$ cat src/rtl/sc_regbus_sequencer_if.sv
// Request and register-bus signals between the sequencer and the uDataPath register bank.
// master: the sequencer itself. slave: the requester and register bank side.
interface sc_regbus_sequencer_if #(
    parameter int unsigned DATAWIDTH_BUS = 32,
    parameter int unsigned NUM_REGS      = 8,
    parameter int unsigned SEL_WIDTH     = 3
);
    logic                     SC_RegBUSSEQ_ReqValid;
    logic                     SC_RegBUSSEQ_ReqReady;
    logic [SEL_WIDTH-1:0]     SC_RegBUSSEQ_SrcA;
    logic [SEL_WIDTH-1:0]     SC_RegBUSSEQ_SrcB;
    logic [SEL_WIDTH-1:0]     SC_RegBUSSEQ_Dst;
    logic [1:0]               SC_RegBUSSEQ_Op;
    logic [NUM_REGS-1:0]      SC_RegBUSSEQ_ENABLE_BUS_A;
    logic [NUM_REGS-1:0]      SC_RegBUSSEQ_ENABLE_BUS_B;
    logic [NUM_REGS-1:0]      SC_RegBUSSEQ_Write_InHigh;
    logic [DATAWIDTH_BUS-1:0] SC_RegBUSSEQ_DataBUS_A;
    logic [DATAWIDTH_BUS-1:0] SC_RegBUSSEQ_DataBUS_B;
    logic [DATAWIDTH_BUS-1:0] SC_RegBUSSEQ_DataBUS_Out;
    logic                     SC_RegBUSSEQ_Done;
    logic [DATAWIDTH_BUS-1:0] SC_RegBUSSEQ_Result;
    logic                     SC_RegBUSSEQ_Carry;
    logic                     SC_RegBUSSEQ_Zero;

    modport master (
        input  SC_RegBUSSEQ_ReqValid, SC_RegBUSSEQ_SrcA, SC_RegBUSSEQ_SrcB, SC_RegBUSSEQ_Dst,
               SC_RegBUSSEQ_Op, SC_RegBUSSEQ_DataBUS_A, SC_RegBUSSEQ_DataBUS_B,
        output SC_RegBUSSEQ_ReqReady, SC_RegBUSSEQ_ENABLE_BUS_A, SC_RegBUSSEQ_ENABLE_BUS_B,
               SC_RegBUSSEQ_Write_InHigh, SC_RegBUSSEQ_DataBUS_Out, SC_RegBUSSEQ_Done,
               SC_RegBUSSEQ_Result, SC_RegBUSSEQ_Carry, SC_RegBUSSEQ_Zero
    );

    modport slave (
        output SC_RegBUSSEQ_ReqValid, SC_RegBUSSEQ_SrcA, SC_RegBUSSEQ_SrcB, SC_RegBUSSEQ_Dst,
               SC_RegBUSSEQ_Op, SC_RegBUSSEQ_DataBUS_A, SC_RegBUSSEQ_DataBUS_B,
        input  SC_RegBUSSEQ_ReqReady, SC_RegBUSSEQ_ENABLE_BUS_A, SC_RegBUSSEQ_ENABLE_BUS_B,
               SC_RegBUSSEQ_Write_InHigh, SC_RegBUSSEQ_DataBUS_Out, SC_RegBUSSEQ_Done,
               SC_RegBUSSEQ_Result, SC_RegBUSSEQ_Carry, SC_RegBUSSEQ_Zero
    );
endinterface

$ cat src/rtl/sc_regbus_sequencer.sv
// Register-bus sequencer: read two registers onto buses A/B, apply a 2-bit ALU op, write the
// result back with a one-hot strobe. One request every 5 cycles (IDLE READ EXEC WRITE DONE).
// Optional macro SC_REGBUSSEQ_STATUS_EN: when defined, Carry/Zero are registered in EXEC;
// otherwise both flags are tied to 0.
// SEL_WIDTH must satisfy 2**SEL_WIDTH >= NUM_REGS.
module sc_regbus_sequencer #(
    parameter int unsigned DATAWIDTH_BUS = 32,
    parameter int unsigned NUM_REGS      = 8,
    parameter int unsigned SEL_WIDTH     = 3
) (
    input logic                   SC_RegBUSSEQ_CLOCK_50,
    input logic                   SC_RegGENERAL_Reset_InHigh,
    sc_regbus_sequencer_if.master bus
);
    localparam int unsigned AluW = DATAWIDTH_BUS + 1;

    typedef enum logic [2:0] {StIdle, StRead, StExec, StWrite, StDone} state_e;

    state_e                   r_state, w_state_next;
    logic                     w_accept;
    logic [SEL_WIDTH-1:0]     r_src_a, r_src_b, r_dst;
    logic [1:0]               r_op;
    logic [DATAWIDTH_BUS-1:0] r_opnd_a, r_opnd_b;
    logic [NUM_REGS-1:0]      r_en_a, r_en_b, r_wr;
    logic [DATAWIDTH_BUS-1:0] r_dout, r_result;
    logic                     r_done;
    logic [AluW-1:0]          w_alu;
    logic                     w_src_a_ok, w_src_b_ok;

    // Out-of-range selects decode to an all-zero vector.
    function automatic logic [NUM_REGS-1:0] f_onehot(input logic [SEL_WIDTH-1:0] i_sel);
        logic [NUM_REGS-1:0] v;
        v = '0;
        for (int i = 0; i < NUM_REGS; i++) v[i] = (int'(i_sel) == i);
        return v;
    endfunction

    assign w_src_a_ok = 32'(r_src_a) < NUM_REGS;
    assign w_src_b_ok = 32'(r_src_b) < NUM_REGS;

    // State register.
    always_ff @(posedge SC_RegBUSSEQ_CLOCK_50 or posedge SC_RegGENERAL_Reset_InHigh) begin
        if (SC_RegGENERAL_Reset_InHigh) r_state <= StIdle;
        else                            r_state <= w_state_next;
    end

    // Next-state: fixed one-cycle-per-state walk, leaving IDLE only on a valid request.
    always_comb begin
        w_state_next = r_state;
        w_accept     = 1'b0;
        unique case (r_state)
            StIdle: begin
                if (bus.SC_RegBUSSEQ_ReqValid) begin
                    w_state_next = StRead;
                    w_accept     = 1'b1;
                end
            end
            StRead:  w_state_next = StExec;
            StExec:  w_state_next = StWrite;
            StWrite: w_state_next = StDone;
            StDone:  w_state_next = StIdle;
            default: w_state_next = StIdle;
        endcase
    end

    // ALU in DATAWIDTH_BUS+1 bits so the top bit is the carry (SUB: 1 means no borrow).
    always_comb begin
        w_alu = '0;
        unique case (r_op)
            2'b00:   w_alu = {1'b0, r_opnd_a} + {1'b0, r_opnd_b};
            2'b01:   w_alu = {1'b0, r_opnd_a} + {1'b0, ~r_opnd_b} + AluW'(1);
            2'b10:   w_alu = {1'b0, r_opnd_a & r_opnd_b};
            default: w_alu = {1'b0, r_opnd_a};
        endcase
    end

    // Datapath and registered bus outputs; each output is loaded one edge ahead of its state.
    always_ff @(posedge SC_RegBUSSEQ_CLOCK_50 or posedge SC_RegGENERAL_Reset_InHigh) begin
        if (SC_RegGENERAL_Reset_InHigh) begin
            r_src_a  <= '0;
            r_src_b  <= '0;
            r_dst    <= '0;
            r_op     <= '0;
            r_opnd_a <= '0;
            r_opnd_b <= '0;
            r_en_a   <= '0;
            r_en_b   <= '0;
            r_wr     <= '0;
            r_dout   <= '0;
            r_result <= '0;
            r_done   <= 1'b0;
        end else begin
            unique case (r_state)
                StIdle: begin
                    if (w_accept) begin
                        r_src_a <= bus.SC_RegBUSSEQ_SrcA;
                        r_src_b <= bus.SC_RegBUSSEQ_SrcB;
                        r_dst   <= bus.SC_RegBUSSEQ_Dst;
                        r_op    <= bus.SC_RegBUSSEQ_Op;
                        r_en_a  <= f_onehot(bus.SC_RegBUSSEQ_SrcA);
                        r_en_b  <= f_onehot(bus.SC_RegBUSSEQ_SrcB);
                    end
                end
                StRead: begin
                    r_opnd_a <= w_src_a_ok ? bus.SC_RegBUSSEQ_DataBUS_A : '0;
                    r_opnd_b <= w_src_b_ok ? bus.SC_RegBUSSEQ_DataBUS_B : '0;
                    r_en_a   <= '0;
                    r_en_b   <= '0;
                end
                StExec: begin
                    r_result <= w_alu[DATAWIDTH_BUS-1:0];
                    r_dout   <= w_alu[DATAWIDTH_BUS-1:0];
                    r_wr     <= f_onehot(r_dst);
                end
                StWrite: begin
                    r_wr   <= '0;
                    r_dout <= '0;
                    r_done <= 1'b1;
                end
                StDone:  r_done <= 1'b0;
                default: r_done <= 1'b0;
            endcase
        end
    end

`ifdef SC_REGBUSSEQ_STATUS_EN
    logic r_carry, r_zero;

    // Flags follow the result: updated only in EXEC.
    always_ff @(posedge SC_RegBUSSEQ_CLOCK_50 or posedge SC_RegGENERAL_Reset_InHigh) begin
        if (SC_RegGENERAL_Reset_InHigh) begin
            r_carry <= 1'b0;
            r_zero  <= 1'b0;
        end else if (r_state == StExec) begin
            r_carry <= w_alu[DATAWIDTH_BUS];
            r_zero  <= (w_alu[DATAWIDTH_BUS-1:0] == '0);
        end
    end

    assign bus.SC_RegBUSSEQ_Carry = r_carry;
    assign bus.SC_RegBUSSEQ_Zero  = r_zero;
`else
    logic w_unused_carry;
    assign w_unused_carry         = w_alu[DATAWIDTH_BUS];
    assign bus.SC_RegBUSSEQ_Carry = 1'b0;
    assign bus.SC_RegBUSSEQ_Zero  = 1'b0;
`endif

    assign bus.SC_RegBUSSEQ_ReqReady     = (r_state == StIdle);
    assign bus.SC_RegBUSSEQ_ENABLE_BUS_A = r_en_a;
    assign bus.SC_RegBUSSEQ_ENABLE_BUS_B = r_en_b;
    assign bus.SC_RegBUSSEQ_Write_InHigh = r_wr;
    assign bus.SC_RegBUSSEQ_DataBUS_Out  = r_dout;
    assign bus.SC_RegBUSSEQ_Done         = r_done;
    assign bus.SC_RegBUSSEQ_Result       = r_result;
endmodule

$ cat src/flat_wrapper.sv
// flat-port wrapper written by rule: the top's interface ports become plain ports
module sc_regbus_sequencer_flat 
#(
    parameter int unsigned DATAWIDTH_BUS = 32,
    parameter int unsigned NUM_REGS      = 8,
    parameter int unsigned SEL_WIDTH     = 3
)
  (SC_RegBUSSEQ_CLOCK_50, SC_RegGENERAL_Reset_InHigh, bus_SC_RegBUSSEQ_ReqValid, bus_SC_RegBUSSEQ_SrcA, bus_SC_RegBUSSEQ_SrcB, bus_SC_RegBUSSEQ_Dst, bus_SC_RegBUSSEQ_Op, bus_SC_RegBUSSEQ_DataBUS_A, bus_SC_RegBUSSEQ_DataBUS_B, bus_SC_RegBUSSEQ_ReqReady, bus_SC_RegBUSSEQ_ENABLE_BUS_A, bus_SC_RegBUSSEQ_ENABLE_BUS_B, bus_SC_RegBUSSEQ_Write_InHigh, bus_SC_RegBUSSEQ_DataBUS_Out, bus_SC_RegBUSSEQ_Done, bus_SC_RegBUSSEQ_Result, bus_SC_RegBUSSEQ_Carry, bus_SC_RegBUSSEQ_Zero);
  sc_regbus_sequencer_if #(.DATAWIDTH_BUS(DATAWIDTH_BUS), .NUM_REGS(NUM_REGS), .SEL_WIDTH(SEL_WIDTH)) bus_i ();
  input logic SC_RegBUSSEQ_CLOCK_50;
  input logic SC_RegGENERAL_Reset_InHigh;
  input wire logic [$bits(bus_i.SC_RegBUSSEQ_ReqValid)-1:0] bus_SC_RegBUSSEQ_ReqValid;
  input wire logic [$bits(bus_i.SC_RegBUSSEQ_SrcA)-1:0] bus_SC_RegBUSSEQ_SrcA;
  input wire logic [$bits(bus_i.SC_RegBUSSEQ_SrcB)-1:0] bus_SC_RegBUSSEQ_SrcB;
  input wire logic [$bits(bus_i.SC_RegBUSSEQ_Dst)-1:0] bus_SC_RegBUSSEQ_Dst;
  input wire logic [$bits(bus_i.SC_RegBUSSEQ_Op)-1:0] bus_SC_RegBUSSEQ_Op;
  input wire logic [$bits(bus_i.SC_RegBUSSEQ_DataBUS_A)-1:0] bus_SC_RegBUSSEQ_DataBUS_A;
  input wire logic [$bits(bus_i.SC_RegBUSSEQ_DataBUS_B)-1:0] bus_SC_RegBUSSEQ_DataBUS_B;
  output wire logic [$bits(bus_i.SC_RegBUSSEQ_ReqReady)-1:0] bus_SC_RegBUSSEQ_ReqReady;
  output wire logic [$bits(bus_i.SC_RegBUSSEQ_ENABLE_BUS_A)-1:0] bus_SC_RegBUSSEQ_ENABLE_BUS_A;
  output wire logic [$bits(bus_i.SC_RegBUSSEQ_ENABLE_BUS_B)-1:0] bus_SC_RegBUSSEQ_ENABLE_BUS_B;
  output wire logic [$bits(bus_i.SC_RegBUSSEQ_Write_InHigh)-1:0] bus_SC_RegBUSSEQ_Write_InHigh;
  output wire logic [$bits(bus_i.SC_RegBUSSEQ_DataBUS_Out)-1:0] bus_SC_RegBUSSEQ_DataBUS_Out;
  output wire logic [$bits(bus_i.SC_RegBUSSEQ_Done)-1:0] bus_SC_RegBUSSEQ_Done;
  output wire logic [$bits(bus_i.SC_RegBUSSEQ_Result)-1:0] bus_SC_RegBUSSEQ_Result;
  output wire logic [$bits(bus_i.SC_RegBUSSEQ_Carry)-1:0] bus_SC_RegBUSSEQ_Carry;
  output wire logic [$bits(bus_i.SC_RegBUSSEQ_Zero)-1:0] bus_SC_RegBUSSEQ_Zero;
  assign bus_i.SC_RegBUSSEQ_ReqValid = bus_SC_RegBUSSEQ_ReqValid;
  assign bus_i.SC_RegBUSSEQ_SrcA = bus_SC_RegBUSSEQ_SrcA;
  assign bus_i.SC_RegBUSSEQ_SrcB = bus_SC_RegBUSSEQ_SrcB;
  assign bus_i.SC_RegBUSSEQ_Dst = bus_SC_RegBUSSEQ_Dst;
  assign bus_i.SC_RegBUSSEQ_Op = bus_SC_RegBUSSEQ_Op;
  assign bus_i.SC_RegBUSSEQ_DataBUS_A = bus_SC_RegBUSSEQ_DataBUS_A;
  assign bus_i.SC_RegBUSSEQ_DataBUS_B = bus_SC_RegBUSSEQ_DataBUS_B;
  assign bus_SC_RegBUSSEQ_ReqReady = bus_i.SC_RegBUSSEQ_ReqReady;
  assign bus_SC_RegBUSSEQ_ENABLE_BUS_A = bus_i.SC_RegBUSSEQ_ENABLE_BUS_A;
  assign bus_SC_RegBUSSEQ_ENABLE_BUS_B = bus_i.SC_RegBUSSEQ_ENABLE_BUS_B;
  assign bus_SC_RegBUSSEQ_Write_InHigh = bus_i.SC_RegBUSSEQ_Write_InHigh;
  assign bus_SC_RegBUSSEQ_DataBUS_Out = bus_i.SC_RegBUSSEQ_DataBUS_Out;
  assign bus_SC_RegBUSSEQ_Done = bus_i.SC_RegBUSSEQ_Done;
  assign bus_SC_RegBUSSEQ_Result = bus_i.SC_RegBUSSEQ_Result;
  assign bus_SC_RegBUSSEQ_Carry = bus_i.SC_RegBUSSEQ_Carry;
  assign bus_SC_RegBUSSEQ_Zero = bus_i.SC_RegBUSSEQ_Zero;
  sc_regbus_sequencer #(.DATAWIDTH_BUS(DATAWIDTH_BUS), .NUM_REGS(NUM_REGS), .SEL_WIDTH(SEL_WIDTH)) u_core (.SC_RegBUSSEQ_CLOCK_50(SC_RegBUSSEQ_CLOCK_50), .SC_RegGENERAL_Reset_InHigh(SC_RegGENERAL_Reset_InHigh), .bus(bus_i));
endmodule
$ cat config.mk
export PLATFORM = sky130hd
export DESIGN_NAME = sc_regbus_sequencer_flat
export DESIGN_NICKNAME = d
export VERILOG_FILES = /design/src/rtl/sc_regbus_sequencer_if.sv /design/src/rtl/sc_regbus_sequencer.sv /design/src/flat_wrapper.sv
export SDC_FILE = /design/constraint.sdc
export NUM_CORES = 1
export LEC_CHECK = 0
export BUFFER_PORTS_ARGS = -buffer_cell sky130_fd_sc_hd__clkbuf_2
export CAP_MARGIN = 20
export CORE_MARGIN = 5
export CORE_UTILIZATION = 45
export DETAILED_ROUTE_END_ITERATION = 6
export PLACE_DENSITY = 0.67
export RECOVER_POWER = 50
export SETUP_SLACK_MARGIN = 0.05
export SYNTH_ARGS = -nofsm -noshare
export SYNTH_HDL_FRONTEND = slang
export SYNTH_SLANG_ARGS = --single-unit
$ cat constraint.sdc
create_clock -name SC_RegBUSSEQ_CLOCK_50 -period 6.8 [get_ports SC_RegBUSSEQ_CLOCK_50]
set_input_delay 0.68 -clock SC_RegBUSSEQ_CLOCK_50 [delete_from_list [all_inputs] [get_ports SC_RegBUSSEQ_CLOCK_50]]
set_output_delay 0.68 -clock SC_RegBUSSEQ_CLOCK_50 [all_outputs]
set_load 0.02 [all_outputs]
; ---- Word level (Yosys, flattened, before mapping)
; Index checks and enable logic that the tools add are counted.
[word_totals]
regBits = 161
inputBits = 78
output_inout_bits = 92
word_cells = 66
[op_classes]
add_sub_neg = 3
eq_ne = 28
n_mux = 12
bitwise_logic = 2
n_reduce_logical = 10
[op_table]
columns = operator, n
row1 = 32-bit case mux with 3 select lines, 1
row2 = 32-bit adder, 2
row3 = 32-bit case mux with 2 select lines, 1
row4 = 8-bit case mux with 2 select lines, 3
row5 = "3-bit == test, second input constant", 12
row6 = "32-bit by 1-bit adder with 32-bit output, second input constant", 1
row7 = 32-bit AND, 1
row8 = 32-bit inverter, 1
row9 = "3-bit by 2-bit == test with 1-bit output, second input constant", 8
row10 = 8-bit 2-to-1 mux, 2
row11 = "3-bit by 1-bit == test with 1-bit output, second input constant", 4
row12 = 3-bit zero test, 4
row13 = 3-bit case mux with 4 select lines, 1
row14 = 2-bit AND reduction, 2
row15 = 2-bit nonzero test, 2
row16 = 3-bit 2-to-1 mux, 1
row17 = 3-bit OR reduction, 1
row18 = "2-bit by 1-bit == test with 1-bit output, second input constant", 1
row19 = "2-bit == test, second input constant", 1
row20 = 2-bit zero test, 1
row21 = 1-bit 2-to-1 mux, 2
row22 = "2-bit by 1-bit != test with 1-bit output, second input constant", 1
row23 = "2-bit != test, second input constant", 1
row24 = 1-bit case mux with 2 select lines, 1

; ---- Depth between registers and ports, before layout
[logic_depth]
depth_word = 5
ltp_mapped = 12
mapped_depth_nobuf = 12

; ---- Worst setup path before layout
; Ideal clock, no wire load.
[synth_timing]
kind = reg2reg
start = reg u_core.r_opnd_b[0]
end = reg u_core.r_dout[26] (netlist: u_core.bus.SC_RegBUSSEQ_DataBUS_Out[26])
setup_time_ns = 0.082
arrival_time_ns = 2.890
required_time_ns = 6.718
setup_slack_ns = 3.828
path_stages_with_launch = 13
n_path_buf = 0
synth_period_minus_slack_ns = 2.972
path_cell_list = dfrtp_1 > ha_1 > inv_1 > fa_1 > o21bai_1 > a221o_1 > a2111o_1 > a221oi_2 > nor3_1 > a211oi_2 > nor3_1 > or3_1 > a31oi_1
[synth_via]
elab_chain_len = 5
elab_cells_between_ends = 6
cone_classes = 3 x add/sub / 2 x mux / 1 x bitwise
[synth_rtl]
columns = item, line_no
row1 = from (decl), sc_regbus_sequencer.sv:23  ; logic [DATAWIDTH_BUS-1:0] r_opnd_a, r_opnd_b;
row2 = from (signal assigned), sc_regbus_sequencer.sv:106  ; r_opnd_b <= w_src_b_ok ? bus.SC_RegBUSSEQ_DataBUS_B : '0;
row3 = 32-bit inverter, sc_regbus_sequencer.sv:71  ; 2'b01: w_alu = {1'b0, r_opnd_a} + {1'b0, ~r_opnd_b} + AluW'(1);
row4 = 32-bit adder, sc_regbus_sequencer.sv:71
row5 = 32-bit by 1-bit adder with 32-bit output, sc_regbus_sequencer.sv:71
row6 = 32-bit case mux with 3 select lines (*), sc_regbus_sequencer.sv:69  ; unique case (r_op)
row7 = 32-bit case mux with 2 select lines (*), sc_regbus_sequencer.sv:93  ; unique case (r_state)
row8 = to (signal assigned), sc_regbus_sequencer.sv:112  ; r_dout <= w_alu[DATAWIDTH_BUS-1:0];
row9 = to (decl), sc_regbus_sequencer.sv:25  ; logic [DATAWIDTH_BUS-1:0] r_dout, r_result;
; Mark *: on every way between the ends. The rest lies on a longest branch, timed or not.
; A chain may end at the register's enable or synchronous reset.

==> results.json <==
{
  "die_h_um": 160.4,
  "min_to": "u_core.r_dst[2]$_DFFE_PP0P_",
  "cpMaxStageDelayCell": "clkinvlp_2",
  "crit_type": "in2async",
  "yosys-top-cells-area": "dfrtp_1 (40%), ha_1 (7.9%), nand2_1 (7.2%), a21oi_1 (5.3%), mux2_2 (4.1%)",
  "clock-sinks": 161,
  "max_stage_delay_ns": 2.46,
  "fill_cells": 2238,
  "wirelength_um": 29800,
  "die_w_um": 160.4,
  "outcome": "complete, but fails checks",
  "hold_viol": 0,
  "cts_setup_buffers": 0,
  "antennaDiodeCount": 0,
  "numCtsBuffers": 17,
  "grt-ovfl-total": 0,
  "fin_setup_tns_ns": 0,
  "cp.required_ns": 6.31,
  "clk_latency_ns": 0.44,
  "antenna_found_initial": 0,
  "clock_path_buffers": 2,
  "grt_pass1_wl_um": 48190,
  "synth.largest_area_cell": "dfrtp_1",
  "yosysSeqAreaShare_pct": 39.57,
  "timing.slew.headroom_pct": -195.9,
  "cp.arrival_ns": 3.27,
  "dieArea_um2": 25730,
  "grt_usage_pct": 22.98,
  "finalCritPeriodShare_pct": 55.30,
  "synth_cells": 1184,
  "cts_hold_buf": 0,
  "synth-main-ff-cell": "dfrtp_1",
  "yosys_warnings": 0,
  "drt-vias-per-instance": 5.795,
  "cp_cell_sequence": "clkbuf_2 > clkinvlp_2",
  "start_util_pct": 45.38,
  "whs_path_depth": 3,
  "cp-end-kind": "asynchronous set/reset pin",
  "finish.utilization_pct": 51.90,
  "violations": "capacitance limit, slew limit",
  "maxSlewViolCount": 145,
  "crit_fanout": 103,
  "core_um2": 22430,
  "hold_start": "bus_SC_RegBUSSEQ_Dst[2]",
  "syn_avg_cell_area_um2": 8.599,
  "grt_setup_unrepaired": "false",
  "drive_gt1_share_pct": 13.26,
  "ff2ff_path_depth": 9,
  "placed_area_um2": 11170,
  "cap_viol_max_count": 2,
  "skew_ns": 0.01140,
  "grt_start_max_net_pins": 104,
  "holdWs_ns": 0.4349,
  "nNetsFinal": 1451,
  "startpoint": "SC_RegGENERAL_Reset_InHigh",
  "first_pass_iters": 5,
  "hpwl_um": 21980,
  "gp_congestion": 0.9785,
  "max_freq_mhz": 265.9,
  "async_flop_share_pct": 100.0,
  "r2r_start": "u_core.r_op[0]$_DFFE_PP0P_",
  "yosysTopAreaCellShare_pct": 39.57,
  "rrSetupSlack_ns": 3.15,
  "worstReg2RegEnd": "u_core.bus.SC_RegBUSSEQ_Result[29]$_DFFE_PP0P_",
  "vias": 9301,
  "drc": 0,
  "htree_levels": 4,
  "synth_edf_count": 0,
  "hp-class": "in2reg",
  "rows": 55,
  "numPortBuffers": 167,
  "critPathLaunchType": "input pin",
  "fin_crit_ns": 3.761,
  "tightestPinTransition_ns": 4.415,
  "post_cts_resized": 0,
  "ant_nets": 0,
  "tritoncts": "yes",
  "syn_area_um2": 10180,
  "syn_to_final_growth_pct": 14.37,
  "ys_ff_latch": 161,
  "yosysUniqueCellTypes": 77,
  "finalInstanceArea_um2": 11640,
  "path_buf_inv": 2,
  "drtIter0Drc": 907,
  "setup_viol": 0,
  "boundaryPins": 170,
  "clk_pin_slew_ns": 0.07,
  "root_buffer": "clkbuf_16",
  "crit_family": "buffers and inverters",
  "grt_pass1_vias": 8946,
  "wl_per_cell_um": 18.57
}
==> synthesized netlist by cell type, types with 3 or more instances <==
cell,count
a221oi_1,4
nand3_1,27
buf_1,10
a311oi_1,3
inv_1,61
mux2_2,37
o211ai_1,28
a221o_1,6
o21ai_0,73
a211o_1,6
a32o_1,4
xnor2_1,16
o21bai_1,14
inv_2,8
o2111ai_1,3
nand4_1,18
a21o_1,12
mux2i_1,19
nor2b_1,15
nand2b_1,11
a31oi_1,5
and2_1,5
clkbuf_1,57
o21ai_1,21
nor2_1,64
nand2_1,194
nor3_1,28
xor2_1,3
a22o_1,3
nor4_1,9
dfrtp_1,161
o31a_1,3
a21oi_1,108
o21a_1,8
o31ai_1,12
nand4b_1,4
nor4b_1,3
ha_1,64
a211oi_1,5
==> per-stage QoR <==
step	setup slack, ns	std cells
2_1_floorplan	1.772	1185
3_3_place_gp	3.170	1573
3_5_place_dp	3.128	1573
4_1_cts	3.125	1605
5_1_grt	2.144	1605
6_report	3.039	1605
==> flip-flops by register name (all words and copies together), names as in the netlist <==
signal / flops
u_core.r_opnd_b: 32
u_core.bus.SC_RegBUSSEQ_Done: 1
u_core.bus.SC_RegBUSSEQ_Result: 32
u_core.r_dst: 3
u_core.r_op: 2
u_core.bus.SC_RegBUSSEQ_Write_InHigh: 8
u_core.r_state: 3
u_core.bus.SC_RegBUSSEQ_ENABLE_BUS_A: 8
u_core.bus.SC_RegBUSSEQ_ENABLE_BUS_B: 8
u_core.bus.SC_RegBUSSEQ_DataBUS_Out: 32
u_core.r_opnd_a: 32
==> layout make-up <==
class	count	area (um^2)	share of cell area (%)
Sequential cell	161	4030	34.61
Clock buffer	19	442.9	3.804
Tap cell	285	356.6	3.063
Inverter	71	267.8	2.300
Timing Repair Buffer	174	779.5	6.695
Clock inverter	13	148.9	1.279
Multi-Input combinational cell	882	5618	48.25
==> layout by cell type, fill, tap and decap left out, types with 16 or more instances in the layout <==
| cell | synthesis | routed |
|---|---|---|
| nand2_1 | 194 | 194 |
| dfrtp_1 | 161 | 160 |
| a21oi_1 | 108 | 108 |
| clkbuf_1 | 57 | 86 |
| clkbuf_2 | 1 | 83 |
| o21ai_0 | 73 | 73 |
| nor2_1 | 64 | 64 |
| ha_1 | 64 | 64 |
| inv_1 | 61 | 60 |
| mux2_2 | 37 | 37 |
| nor3_1 | 28 | 28 |
| o211ai_1 | 28 | 28 |
| nand3_1 | 27 | 27 |
| o21ai_1 | 21 | 21 |
| mux2i_1 | 19 | 19 |
| nand4_1 | 18 | 18 |
| clkbuf_16 | 0 | 17 |
| xnor2_1 | 16 | 16 |
==> how the worst max path moves through the flow <==
stage	depth (start not counted)	slack [ns]	to
after global placement	9	3.17	u_core.bus.SC_RegBUSSEQ_DataBUS_Out[29]$_DFFE_PP0N_
after detailed placement	9	3.13	u_core.bus.SC_RegBUSSEQ_Result[29]$_DFFE_PP0P_
after CTS	9	3.12	u_core.bus.SC_RegBUSSEQ_Result[29]$_DFFE_PP0P_
after global routing	2	2.14	u_core.r_op[0]$_DFFE_PP0P_
final	2	3.04	u_core.r_op[0]$_DFFE_PP0P_
after floorplan	1	1.77	u_core.bus.SC_RegBUSSEQ_DataBUS_Out[0]$_DFFE_PP0N_
==> cells by family after synthesis <==
| family | share of synthesized area (%) |
|---|---|
| buffers and inverters | 5.334 |
| xor gates and xnor gates | 1.635 |
| and+or+nand+nor | 17.32 |
| adders and majority gates | 8.259 |
| DFF | 39.57 |
| AOI/OAI and AO/OA | 21.67 |
| other | 0.03683 |
| muxes | 6.182 |
==> layer usage <==
metal / wire (um) / GRT usage [%] / share of wire (%)
met1: 14310 / 34.65 / 48
met2: 12640 / 33.44 / 42
met3: 2112 / 4.183 / 7.1
met4: 748 / 7.235 / 2.5
met5: 0 / 0 / 0
==> worst reg2reg max path, cell delays in order, from the launching register on <==
cell and delay, ns:
dfrtp_2 0.34, buf_4 0.69, clkinv_1 1.09, a211o_1 0.55, a41oi_1 0.18, a21oi_1 0.06
o21ai_1 0.14, nor3_1 0.07, o31ai_1 0.34, nand2_1 0.08
Power is left out: the tool's default activity adds up to more than one toggle a clock period on the data nets, which glitch-free logic cannot reach.
